[config.mk]
export PLATFORM = sky130hd
export DESIGN_NAME = vault_door_ctrl
export DESIGN_NICKNAME = d
export VERILOG_FILES = /design/src/rtl/vault_pkg.sv /design/src/rtl/vault_door_ctrl_timer.sv /design/src/rtl/vault_door_ctrl.sv
export SDC_FILE = /design/constraint.sdc
export NUM_CORES = 1
export LEC_CHECK = 0
export ABC_AREA = 1
export CAP_MARGIN = 0
export CELL_PAD_IN_SITES_DETAIL_PLACEMENT = 1
export CELL_PAD_IN_SITES_GLOBAL_PLACEMENT = 2
export CORE_ASPECT_RATIO = 1.5
export CORE_MARGIN = 1.5
export CORE_UTILIZATION = 33
export CTS_CLUSTER_DIAMETER = 100
export DETAILED_ROUTE_END_ITERATION = 12
export PLACE_DENSITY_LB_ADDON = 0.2
export SLEW_MARGIN = 20
export SYNTH_ARGS = -nofsm -noshare
export SYNTH_HDL_FRONTEND = slang
export SYNTH_SLANG_ARGS = --single-unit
[constraint.sdc]
create_clock -name clk -period 3.9 [get_ports clk]
set_input_delay 0.585 -clock clk [delete_from_list [all_inputs] [get_ports clk]]
set_output_delay 0.585 -clock clk [all_outputs]
set_load 0.01 [all_outputs]
[src/rtl/vault_pkg.sv]
// Shared definitions for the vault door controller: state encodings and time-lock release code.
// The encodings are fixed because state_out exposes them to debug tooling.
package vault_pkg;

  typedef enum logic [2:0] {
    ARMED    = 3'd0,
    VERIFY   = 3'd1,
    OPEN     = 3'd2,
    RELOCK   = 3'd3,
    ALARM    = 3'd4,
    LOCKOUT  = 3'd5,
    TERMINAL = 3'd6
  } state_t;

  localparam logic [1:0] TL_RELEASED = 2'b11;

endpackage

[src/rtl/vault_door_ctrl_timer.sv]
// Loadable down-counter shared by all timed states; load wins over count, counting stops at zero.
// Zero flag is combinational from the registered value, so it is valid the cycle after a load.
module vault_timer #(
  parameter int CNT_W = 8
) (
  input  logic             clk,
  input  logic             reset,
  input  logic             load,
  input  logic [CNT_W-1:0] load_val,
  input  logic             en,
  output logic [CNT_W-1:0] value,
  output logic             zero
);

  assign zero = (value == '0);

  always_ff @(posedge clk or posedge reset) begin
    if (reset) begin
      value <= '0;
    end else if (load) begin
      value <= load_val;
    end else if (en && !zero) begin
      value <= value - CNT_W'(1);
    end
  end

endmodule

[src/rtl/vault_door_ctrl.sv]
// Door bolt / siren sequencer behind the puzzle core: confirmed unlock, timed open, relock handshake,
// strike counting with timed lockout and terminal lockdown. Moore outputs; puzzle_rst is registered.
module vault_door_ctrl
  import vault_pkg::*;
#(
  parameter int CONFIRM_CYCLES = 2,
  parameter int OPEN_CYCLES    = 50,
  parameter int SIREN_CYCLES   = 20,
  parameter int LOCKOUT_CYCLES = 100,
  parameter int MAX_STRIKES    = 3,
  parameter int CNT_W          = 8
) (
  input  logic       clk,
  input  logic       reset,
  input  logic       all_done,
  input  logic       alarm,
  input  logic [1:0] time_lock_out,
  input  logic       door_closed,
  output logic       bolt_retract,
  output logic       siren,
  output logic       lockdown,
  output logic       puzzle_rst,
  output logic [1:0] strike_count,
  output logic [2:0] state_out
);

  localparam logic [CNT_W-1:0] CONFIRM_M1 = CNT_W'(CONFIRM_CYCLES - 1);
  localparam logic [CNT_W-1:0] OPEN_M1    = CNT_W'(OPEN_CYCLES - 1);
  localparam logic [CNT_W-1:0] SIREN_M1   = CNT_W'(SIREN_CYCLES - 1);
  localparam logic [CNT_W-1:0] LOCKOUT_M1 = CNT_W'(LOCKOUT_CYCLES - 1);
  localparam logic [1:0]       STRIKE_MAX = 2'(MAX_STRIKES);

  state_t           state, next_state;
  logic             alarm_q;
  logic             alarm_rise;
  logic             unlock_ok;
  logic             tmr_load;
  logic [CNT_W-1:0] tmr_load_val;
  logic [CNT_W-1:0] tmr_value;
  logic             tmr_zero;

  assign unlock_ok  = all_done && (time_lock_out == TL_RELEASED);
  assign alarm_rise = alarm && !alarm_q;

  // Every state change reloads the timer with the new state's duration minus one.
  assign tmr_load = (next_state != state);

  always_comb begin
    tmr_load_val = '0;
    case (next_state)
      VERIFY:  tmr_load_val = CONFIRM_M1;
      OPEN:    tmr_load_val = OPEN_M1;
      ALARM:   tmr_load_val = SIREN_M1;
      LOCKOUT: tmr_load_val = LOCKOUT_M1;
      default: tmr_load_val = '0;
    endcase
  end

  vault_timer #(.CNT_W(CNT_W)) u_timer (
    .clk      (clk),
    .reset    (reset),
    .load     (tmr_load),
    .load_val (tmr_load_val),
    .en       (1'b1),
    .value    (tmr_value),
    .zero     (tmr_zero)
  );

  always_ff @(posedge clk or posedge reset) begin
    if (reset) begin
      state <= ARMED;
    end else begin
      state <= next_state;
    end
  end

  always_comb begin
    next_state = state;
    case (state)
      ARMED: begin
        if (alarm_rise)     next_state = ALARM;
        else if (unlock_ok) next_state = VERIFY;
      end
      VERIFY: begin
        if (alarm_rise)      next_state = ALARM;
        else if (!unlock_ok) next_state = ARMED;
        else if (tmr_zero)   next_state = OPEN;
      end
      OPEN:     if (tmr_zero)    next_state = RELOCK;
      RELOCK:   if (door_closed) next_state = ARMED;
      ALARM: begin
        if (tmr_zero) next_state = (strike_count == STRIKE_MAX) ? TERMINAL : LOCKOUT;
      end
      LOCKOUT:  if (tmr_zero)    next_state = ARMED;
      TERMINAL: next_state = TERMINAL;
      default:  next_state = TERMINAL;
    endcase
  end

  always_comb begin
    bolt_retract = 1'b0;
    siren        = 1'b0;
    lockdown     = 1'b0;
    state_out    = state;
    case (state)
      OPEN, RELOCK: bolt_retract = 1'b1;
      ALARM:        siren        = 1'b1;
      LOCKOUT:      lockdown     = 1'b1;
      ARMED, VERIFY: ;
      default: begin
        siren    = 1'b1;
        lockdown = 1'b1;
      end
    endcase
  end

  always_ff @(posedge clk or posedge reset) begin
    if (reset) begin
      alarm_q      <= 1'b0;
      puzzle_rst   <= 1'b0;
      strike_count <= '0;
    end else begin
      alarm_q    <= alarm;
      puzzle_rst <= ((state == RELOCK) || (state == LOCKOUT)) && (next_state == ARMED);
      if ((state == VERIFY) && (next_state == OPEN)) begin
        strike_count <= '0;
      end else if ((state != ALARM) && (next_state == ALARM) && (strike_count != STRIKE_MAX)) begin
        strike_count <= strike_count + 2'd1;
      end
    end
  end

endmodule
# Word level (Yosys, flattened, before mapping)
# Index checks and enable logic that the tools add are counted.
# op_classes
addsub	2
n_eq_ne	15
muxes	19
n_reduce_logical	15
# op_table
op	n
7-bit case mux with 4 select lines	1
3-bit 2-to-1 mux	9
3-bit case mux with 6 select lines	1
8-bit 2-to-1 mux	2
3-bit == test, second input constant	4
5-bit OR reduction	2
3-bit by 2-bit == test with 1-bit output, second input constant	3
8-bit logical NOT	1
8-bit by 1-bit subtractor with 8-bit output, second input constant	1
3-bit by 1-bit == test with 1-bit output, second input constant	2
1-bit logical AND	6
3-bit logical NOT	2
2-bit 2-to-1 mux	3
2-bit == test, second input constant	2
2-bit != test, second input constant	2
1-bit 2-to-1 mux	3
3-bit != test	1
3-bit != test, second input constant	1
2-bit by 1-bit adder with 2-bit output, second input constant	1
2-bit nonzero test	1
2-bit OR reduction	1
1-bit logical NOT	1
1-bit logical OR	1
# word_totals
regBits	15
in_bits	7
wordCells	56

# Depth between registers and ports, before layout
# Gate-level depths: netlist of run 1.
# depth
word_depth	10
ltp_mapped	15
mapped_depth_nobuf	15

# Hierarchy
# From an unflattened synthesis of run 1, not the netlist that was laid out.
# unflattened
hier_cells	182
area_unflattened_um2	1272.5
# by_module_without_submodules
mod	instances	cells_each	area_each_um2	seq_area_each_um2
vault_door_ctrl	1	91	648.1	175.2
vault_timer	1	91	624.3	200.2

# Worst setup path after synthesis of run 1
# Ideal clock, no wire load.
# synth_path
path_kind	reg-to-reg
startpoint	register u_timer.value[0]
endpoint	register u_timer.value[0]
setup_ns	0.119
arrival_ns	1.552
t_required_ns	3.781
setup_slack_ns	2.229
stages_incl_launch_ff	14
period_less_slack_ns	1.671
path_cell_list	dfrtp_1 > inv_1 > ha_1 > nand2_2 > nor2_8 > nor2_2 > nor2_4 > nand2_2 > nand2_2 > nor2_4 > nand2_4 > inv_2 > o21ai_2 > nand2_1
# synth_via
elab_chain_len	8
word_cells_on_any_way	18
# synth_rtl
element	line	rtl
from (decl)	vault_door_ctrl_timer.sv:11	output logic [CNT_W-1:0] value,
from (signal assigned)	vault_door_ctrl_timer.sv:21	value <= load_val;
from (signal assigned)	vault_door_ctrl_timer.sv:23	value <= value - CNT_W'(1);
8-bit logical NOT	vault_door_ctrl_timer.sv:15	assign zero = (value == '0);
3-bit 2-to-1 mux	vault_door_ctrl.sv:87	else if (tmr_zero) next_state = OPEN;
3-bit 2-to-1 mux	vault_door_ctrl.sv:86	else if (!unlock_ok) next_state = ARMED;
3-bit 2-to-1 mux	vault_door_ctrl.sv:85	if (alarm_rise) next_state = ALARM;
3-bit case mux with 6 select lines	vault_door_ctrl.sv:79	case (state)
3-bit == test, or another cell as far along	vault_door_ctrl.sv:50	case (next_state)
7-bit case mux with 4 select lines	vault_door_ctrl.sv:50	
8-bit 2-to-1 mux	vault_door_ctrl_timer.sv:20	end else if (load) begin
# Several ways; a longest one is shown, not always the timed one. The select of a mux whose other input is x is not followed.
# A chain may end at the register's enable or synchronous reset.

# Worst setup path after layout of run 1
# layout_path
startpoint	register state[0], in the netlist state_out[0]
endpoint	output siren
# layout_via
elab_chain_len	3
word_cells_on_any_way	7
# layout_rtl
element	line	rtl
from (decl)	vault_door_ctrl.sv:33	state_t state, next_state;
from (signal assigned)	vault_door_ctrl.sv:73	state <= next_state;
3-bit by 2-bit == test with 1-bit output, or another cell as far along	vault_door_ctrl.sv:105	case (state)
5-bit OR reduction (no source line) (*)	-	
1-bit 2-to-1 mux (*)	vault_door_ctrl.sv:105	
to (decl)	vault_door_ctrl.sv:20	output logic siren,
# Every way passes the cells marked *; elsewhere a longest branch is shown, timed or not.

==> key figures, run 1 <==
Run status
  – Outcome: finished, final reports clean

Clocking
  – CTS clk-pin slew, worst paths: 0.06 ns
  – # hold bufs at CTS: 0
  – Clock latency on the worst-skew pair: 0.24 ns
  – Clk sinks: 15
  – Root buf cell: clkbuf_8
  – Setup bufs post-CTS: 0
  – PostCTS Resize Cnt: 0
  – Clock tree from TritonCTS: done
  – Total CTS buffers: 3
  – Clock Tree Buf Depth: 2
  – H-tree lvl count: 1

Global routing
  – First-pass GRT wire length: 4.664 mm
  – Initial antenna violation count: 0
  – Largest net degree at the start of global routing: 16
  – GRT Overall Usage: 16.88%
  – Total gr overflow: 0
  – Vias in the first global route: 1014

Power and ir drop
  – Net Sw Frac: 19.25%
  – Leak Pwr: 0.0006448 uW
  – Internal: 233.9 uW
  – Psw: 55.76 uW
  – Combinational share of power: 3.5%
  – PD cells: 218.4 mW/mm2
  – Clock power share: 42.5%
  – Sequential share of power: 54.0%
  – Maximum VDD drop: 0.0001379 V

Placed design
  – DP Worst Slack: 1.687 ns
  – Post-DP HPWL: 2.263 mm
  – IO buf count: 15
  – GPL Wtd Cong: 0.8020
  – Placed instance area: 0.001281 mm2

STA
  – Final Cycle Share: 55.18%
  – Worst-margin pin slew: 0.5924 ns
  – Final setup TNS: 0 ns
  – Final setup viols: 0
  – Final worst-path setup slack: 1.748 ns
  – Slew headroom: 60.46%
  – Fin Hold WS: 0.5717 ns
  – RSZ-0062 raised after global routing: no
  – Final slew viol count: 0
  – Final hold violation count: 0
  – Fmax: 464.7 MHz
  – Fin crit period: 2.152 ns
  – Clock Skew: 0.001984 ns

Layout
  – Fin util: 41.98%
  – Layout cells sized above 1: 21.47%
  – Diodes inserted: 0
  – Commonest cells after routing, fill and taps aside: 33 x nand2_1, 17 x nor2_1, 15 x inv_1, 15 x dfrtp_1, 15 x clkdlybuf4s50_1
  – Area Overhead vs Synth: 21.42%
  – Finished Cell Area: 0.001326 mm2
  – Commonest non-fill, non-tap cell in the layout: nand2_1
  – Nets: 174

Synthesis
  – Async set-or-reset flop fraction in the synthesized netlist: 100.0%
  – Dominant synthesized flop cell: dfrtp_1
  – YS warnings: 0
  – Flop and latch count out of synthesis: 15
  – Post-synthesis cell area: 0.001092 mm2
  – Netlist cell types: 27
  – Post-Synthesis Mean Instance Area: 7.533 um2
  – Sequential area share after synthesis: 34.36%
  – Post-synth EDFFs: 0
  – Post-Synthesis Cells: 145
  – Syn nets: 155

Floorplan
  – Core Box Area: 0.003159 mm2
  – Initial Utilization: 34.57%
  – DIE AREA: 0.003671 mm2
  – Ports: 16
  – Rows: 25
  – Chip Height: 73.47 um
  – Die Span X: 49.98 um

Setup path
  – Most used cell, CP: nand2_1
  – CP max stage cell: clkdlybuf4s50_1
  – Crit-path max FO: 10
  – CP max stage delay: 0.52 ns
  – CP top delay family: buffers and inverters
  – Buf+Inv Stages, Crit Path: 2
  – CP Cell Sequence: nand2_1, nand2_1, inv_1, clkdlybuf4s50_1
  – Crit start category: flop
  – Crit path kind: flop to output pin
  – Critical Path RT: 3.31 ns
  – Worst Path Arrival: 1.57 ns
  – Setup crit end kind: output pin

Routing
  – DRC viols: 0
  – Antenna Nets Post-Route: 0
  – Drt initial violations: 15
  – Drt wl/cell: 13.47 um
  – Pre-antenna DRT Iters: 4
  – Vias/cell: 4.754
  – Via Count: 965
  – Detailed Route WL: 2.734 mm

Hold path
  – Hold Path Class: flop to flop

Flow run
  – Max cap viols: 0
tightest hold or removal path, delay by kind of cell (launching register included):
kind | cells | cell delay (ns)
XOR/XNOR | 1 | 0.08
flip-flops | 1 | 0.37
AND/OR/NAND/NOR | 1 | 0.09
registers in the layout (all words and copies together) (netlist names):
register,flops
alarm_q,1
state_out,3
strike_count,2
u_timer.value,8
puzzle_rst,1
final cells by class:
type	count	area, um2
flip-flops and latches	15	375.4
clock buffers	4	45.04
repair buffers	15	150.1
inverters	21	78.83
fillers	411	1833
multi-input cells	108	626.9
well taps	40	50.05
routing by layer:
| metal | global-route usage [%] | vias up | share of wire, % |
|---|---|---|---|
| li1 | - | 490 | - |
| met1 | 18.65 | 464 | 41 |
| met2 | 33.78 | 9 | 56 |
| met3 | 1.829 | 2 | 1.9 |
| met4 | 3.704 | 0 | 0.69 |
| met5 | 0 | - | 0 |
kinds of logic after synthesis:
family | after synthesis | synth area share, %
fa+ha+maj | 3 | 3.437
flops | 15 | 34.36
xor+xnor | 6 | 4.811
compound gates | 11 | 6.759
buf+inv | 22 | 8.247
simple gates | 88 | 42.38
synthesized netlist by cell type, types with 2 or more instances:
library cell / count / area share, %
o21ai_1: 2 / 0.92
o21ai_0: 2 / 0.92
nand2_2: 10 / 5.7
xnor2_1: 2 / 1.6
inv_1: 15 / 5.2
xor2_1: 4 / 3.2
nand2_4: 3 / 3.1
nand3_1: 10 / 4.6
a21oi_2: 3 / 2.4
nor2_1: 17 / 5.8
ha_1: 3 / 3.4
nor2_4: 3 / 3.1
nand2_1: 33 / 11
nand4_1: 4 / 2.3
dfrtp_1: 15 / 34
nor2_2: 3 / 1.7
inv_2: 6 / 2.1
power by group through the flow:
stage	sequential (uW)	combinational, uW	clock, uW
floorplan	159	3.40	0
global placement	159	10.5	0
detailed placement	159	10.7	0
CTS	156	10.7	127
global route	156	11.8	131
finish	156	10.2	123
final timing paths:
| path | from | end | slack [ns] | cells after the start |
|---|---|---|---|---|
| max | state_out[0]$_DFF_PP0_ | siren | 1.75 | 4 |
| min | u_timer.value[3]$_DFFE_PP0P_ | u_timer.value[3]$_DFFE_PP0P_ | 0.57 | 2 |
| max reg2reg | u_timer.value[0]$_DFFE_PP0P_ | u_timer.value[0]$_DFFE_PP0P_ | 1.92 | 13 |
| min reg2reg | u_timer.value[3]$_DFFE_PP0P_ | u_timer.value[3]$_DFFE_PP0P_ | 0.57 | 2 |
| max in group asynchronous | reset | u_timer.value[1]$_DFFE_PP0P_ | 2.81 | 2 |
| min in group asynchronous | reset | u_timer.value[7]$_DFFE_PP0P_ | 0.71 | 2 |
metrics by stage:
step | power [uW] | std cells
final | 289.7 | 203
after global routing | 298.8 | 203
after CTS | 294.0 | 203
after detailed placement | 169.8 | 199
after global placement | 169.7 | 199
after floorplan | 162.5 | 145
Power figures use the tool's default switching activity.
==> inputs of run 2 (changes only) <==
- CORE_UTILIZATION: 33 -> 30
- clock period: 3.9 -> 2 ns (I/O delays scaled with it)
==> run 2 against run 1 <==
  * Cell count up 3.0%
  * Sequential share of layout area down 1.2 points
  * Combinational power up 97%
  * Via count up 1.7%
  * Power up 98%
  * Critical path depth unchanged
  * Setup slack worse by 1.6 ns
  * Core utilization down 1.6 points
  * Clock skew up 0.0026 ns
  * Critical path type unchanged
  * Largest power group unchanged
==> key figures, run 2 (synthesis results as in run 1) <==
Routing
  – Pre-antenna DRT Iters: 3 (was 4)
  – WL met2: 1.636 mm (was 1.538 mm)
  – Drt wl/cell: 13.90 um (was 13.47 um)
  – Via Count: 981 (was 965)
  – Met3 wire len: 44 um (was 53 um)
  – Vias/cell: 4.694 (was 4.754)
  – Drt initial violations: 13 (was 15)
  – DRC viols: 0 (unchanged)
  – Antenna Nets Post-Route: 0 (unchanged)
  – Met1 Wirelength: 1.172 mm (was 1.122 mm)
  – Top Layer Used: met4 (unchanged)
  – Detailed Route WL: 2.905 mm (was 2.734 mm)

STA
  – Clock Skew: 0.004605 ns (was 0.001984 ns)
  – Final hold violation count: 0 (unchanged)
  – Slew headroom: 60.53% (was 60.46%)
  – Final setup viols: 0 (unchanged)
  – Fin crit period: 1.845 ns
  – Final worst-path setup slack: 0.1551 ns (was 1.748 ns)
  – Fmax: 542.0 MHz
  – Final Cycle Share: 92.24%
  – Worst-margin pin slew: 0.5915 ns (was 0.5924 ns)
  – Final slew viol count: 0 (unchanged)

Layout
  – Diodes inserted: 0 (unchanged)
  – Largest register FFs: 8 (unchanged)
  – Fin util: 40.42% (was 41.98%)
  – Layout cells sized above 1: 26.35% (was 21.47%)
  – Commonest non-fill, non-tap cell in the layout: nand2_1 (unchanged)
  – Finished Cell Area: 0.001394 mm2 (was 0.001326 mm2)
  – Area Overhead vs Synth: 27.61% (was 21.42%)
  – Biggest register: u_timer.value (unchanged)
  – Commonest cells after routing, fill and taps aside: 33 x nand2_1, 17 x nor2_1, 15 x clkdlybuf4s50_1, 14 x inv_1, 13 x dfrtp_1 (was 33 x nand2_1, 17 x nor2_1, 15 x inv_1, 15 x dfrtp_1, 15 x clkdlybuf4s50_1)
  – Nets: 178 (was 174)

Placed design
  – IO buf count: 15 (unchanged)
  – GPL Wtd Cong: 0.8071 (was 0.8020)
  – Placed instance area: 0.001314 mm2 (was 0.001281 mm2)
  – Post-DP HPWL: 2.387 mm (was 2.263 mm)
  – DP Worst Slack: 0.04560 ns (was 1.687 ns)

Clocking
  – Clock latency on the worst-skew pair: 0.25 ns (was 0.24 ns)
  – Setup bufs post-CTS: 0 (unchanged)
  – H-tree lvl count: 1 (unchanged)
  – # hold bufs at CTS: 0 (unchanged)
  – Clk sinks: 15 (unchanged)
  – Root buf cell: clkbuf_8 (unchanged)
  – Clock Tree Buf Depth: 2 (unchanged)
  – Total CTS buffers: 3 (unchanged)
  – Clock tree from TritonCTS: done (unchanged)
  – CTS clk-pin slew, worst paths: 0.06 ns (about the same)

Power and ir drop
  – Leak Pwr: 0.0006608 uW (was 0.0006448 uW)
  – PD cells: 411.8 mW/mm2 (was 218.4 mW/mm2)
  – Maximum VDD drop: 0.0001770 V (was 0.0001379 V)

Setup path
  – Setup crit end kind: output pin (unchanged)
  – Worst R2R Setup Slack: 0.16 ns (was 1.92 ns)
  – Critical Path RT: 1.70 ns (was 3.31 ns)
  – R2R Path End: strike_count[0]$_DFFE_PP0P_ (was u_timer.value[0]$_DFFE_PP0P_)
  – Path depth of the worst reg2reg path: 13 (unchanged)
  – Crit-path max FO: 10 (unchanged)
  – Critical R2R Launch: u_timer.value[0]$_DFFE_PP0P_ (unchanged)
  – Crit start category: flop (unchanged)
  – Worst Path Arrival: 1.54 ns (was 1.57 ns)
  – Crit path kind: flop to output pin (unchanged)

Global routing
  – Total gr overflow: 0 (unchanged)
  – Vias in the first global route: 1110 (was 1014)
  – First-pass GRT wire length: 5.126 mm (was 4.664 mm)
  – Largest net degree at the start of global routing: 16 (unchanged)
  – GRT Overall Usage: 16.97% (was 16.88%)
  – Initial antenna violation count: 0 (unchanged)

Floorplan
  – Ports: 16 (unchanged)
  – DIE AREA: 0.004019 mm2 (was 0.003671 mm2)
  – Die Span X: 52.27 um (was 49.98 um)
  – Rows: 26 (was 25)
  – Chip Height: 76.90 um (was 73.47 um)
  – Initial Utilization: 31.68% (was 34.57%)
  – Core Box Area: 0.003448 mm2 (was 0.003159 mm2)

Run status
  – Outcome: finished, final reports clean (unchanged)

Hold path
  – Hold Path Class: input port to asynchronous set/reset pin (was flop to flop)

Flow run
  – Max cap viols: 0 (unchanged)
run 2: changes by cell type in the layout (fill, tap and decap cells not counted), sizes merged:
cell / delta
buf: +4
run 2: worst max-delay path: stages (launching register included):
cell             delay, ns
dfrtp_2               0.49
nand2_1               0.10
nand2_1               0.10
inv_1                 0.08
clkdlybuf4s50_1       0.53
run 2: routing by layer:
metal,track usage (%),vias up
met5,0,-
met4,6.154,0
met3,1.167,5
met2,30.63,13
met1,20.25,467
li1,-,496
run 2: timing repair:
item	in CTS	in global routing
hold endpoints to repair	0	0
resized for setup	0	9
setup endpoints to repair	0	10
run 2: cell type report:
cell class / instances / area [um2]
sequential: 15 / 377.9
fill: 442 / 2054
clock buffer: 4 / 45.04
inverter: 21 / 81.33
multi-input combinational: 108 / 656.9
timing repair buffer: 19 / 180.2
tap: 42 / 52.55
run 2: worst max-delay path by stage:
| stage | startpoint | endpoint | slack, ns | cells after the start |
|---|---|---|---|---|
| after global routing | u_timer.value[0]$_DFFE_PP0P_ | strike_count[0]$_DFFE_PP0P_ | -0.01 | 13 |
| after detailed placement | alarm | strike_count[0]$_DFFE_PP0P_ | 0.05 | 12 |
| after global placement | alarm | u_timer.value[0]$_DFFE_PP0P_ | 0.11 | 14 |
| after CTS | u_timer.value[1]$_DFFE_PP0P_ | u_timer.value[0]$_DFFE_PP0P_ | 0.04 | 13 |
| after floorplan | u_timer.value[0]$_DFFE_PP0P_ | u_timer.value[0]$_DFFE_PP0P_ | 0.33 | 13 |
| final | state_out[0]$_DFF_PP0_ | siren | 0.16 | 4 |
run 2: metrics by stage:
step / power [uW] / TNS [ns] / hold WS [ns] / instances
2_1_floorplan: 316.9 / 0 / 0.2015 / 145
3_3_place_gp: 330.7 / 0 / 0.5563 / 205
3_5_place_dp: 331.3 / 0 / 0.5615 / 205
4_1_cts: 586.0 / 0 / 0.4485 / 209
5_1_grt: 602.3 / -0.01641 / 0.4767 / 209
6_report: 574.0 / 0 / 0.4158 / 209
run 2: power breakdown:
group          leakage [uW]  internal (uW)  switching [uW]
combinational      0.000469           11.0            9.03
clock             0.0000228            141             108
sequential         0.000169            304           0.242
total              0.000661            457             117
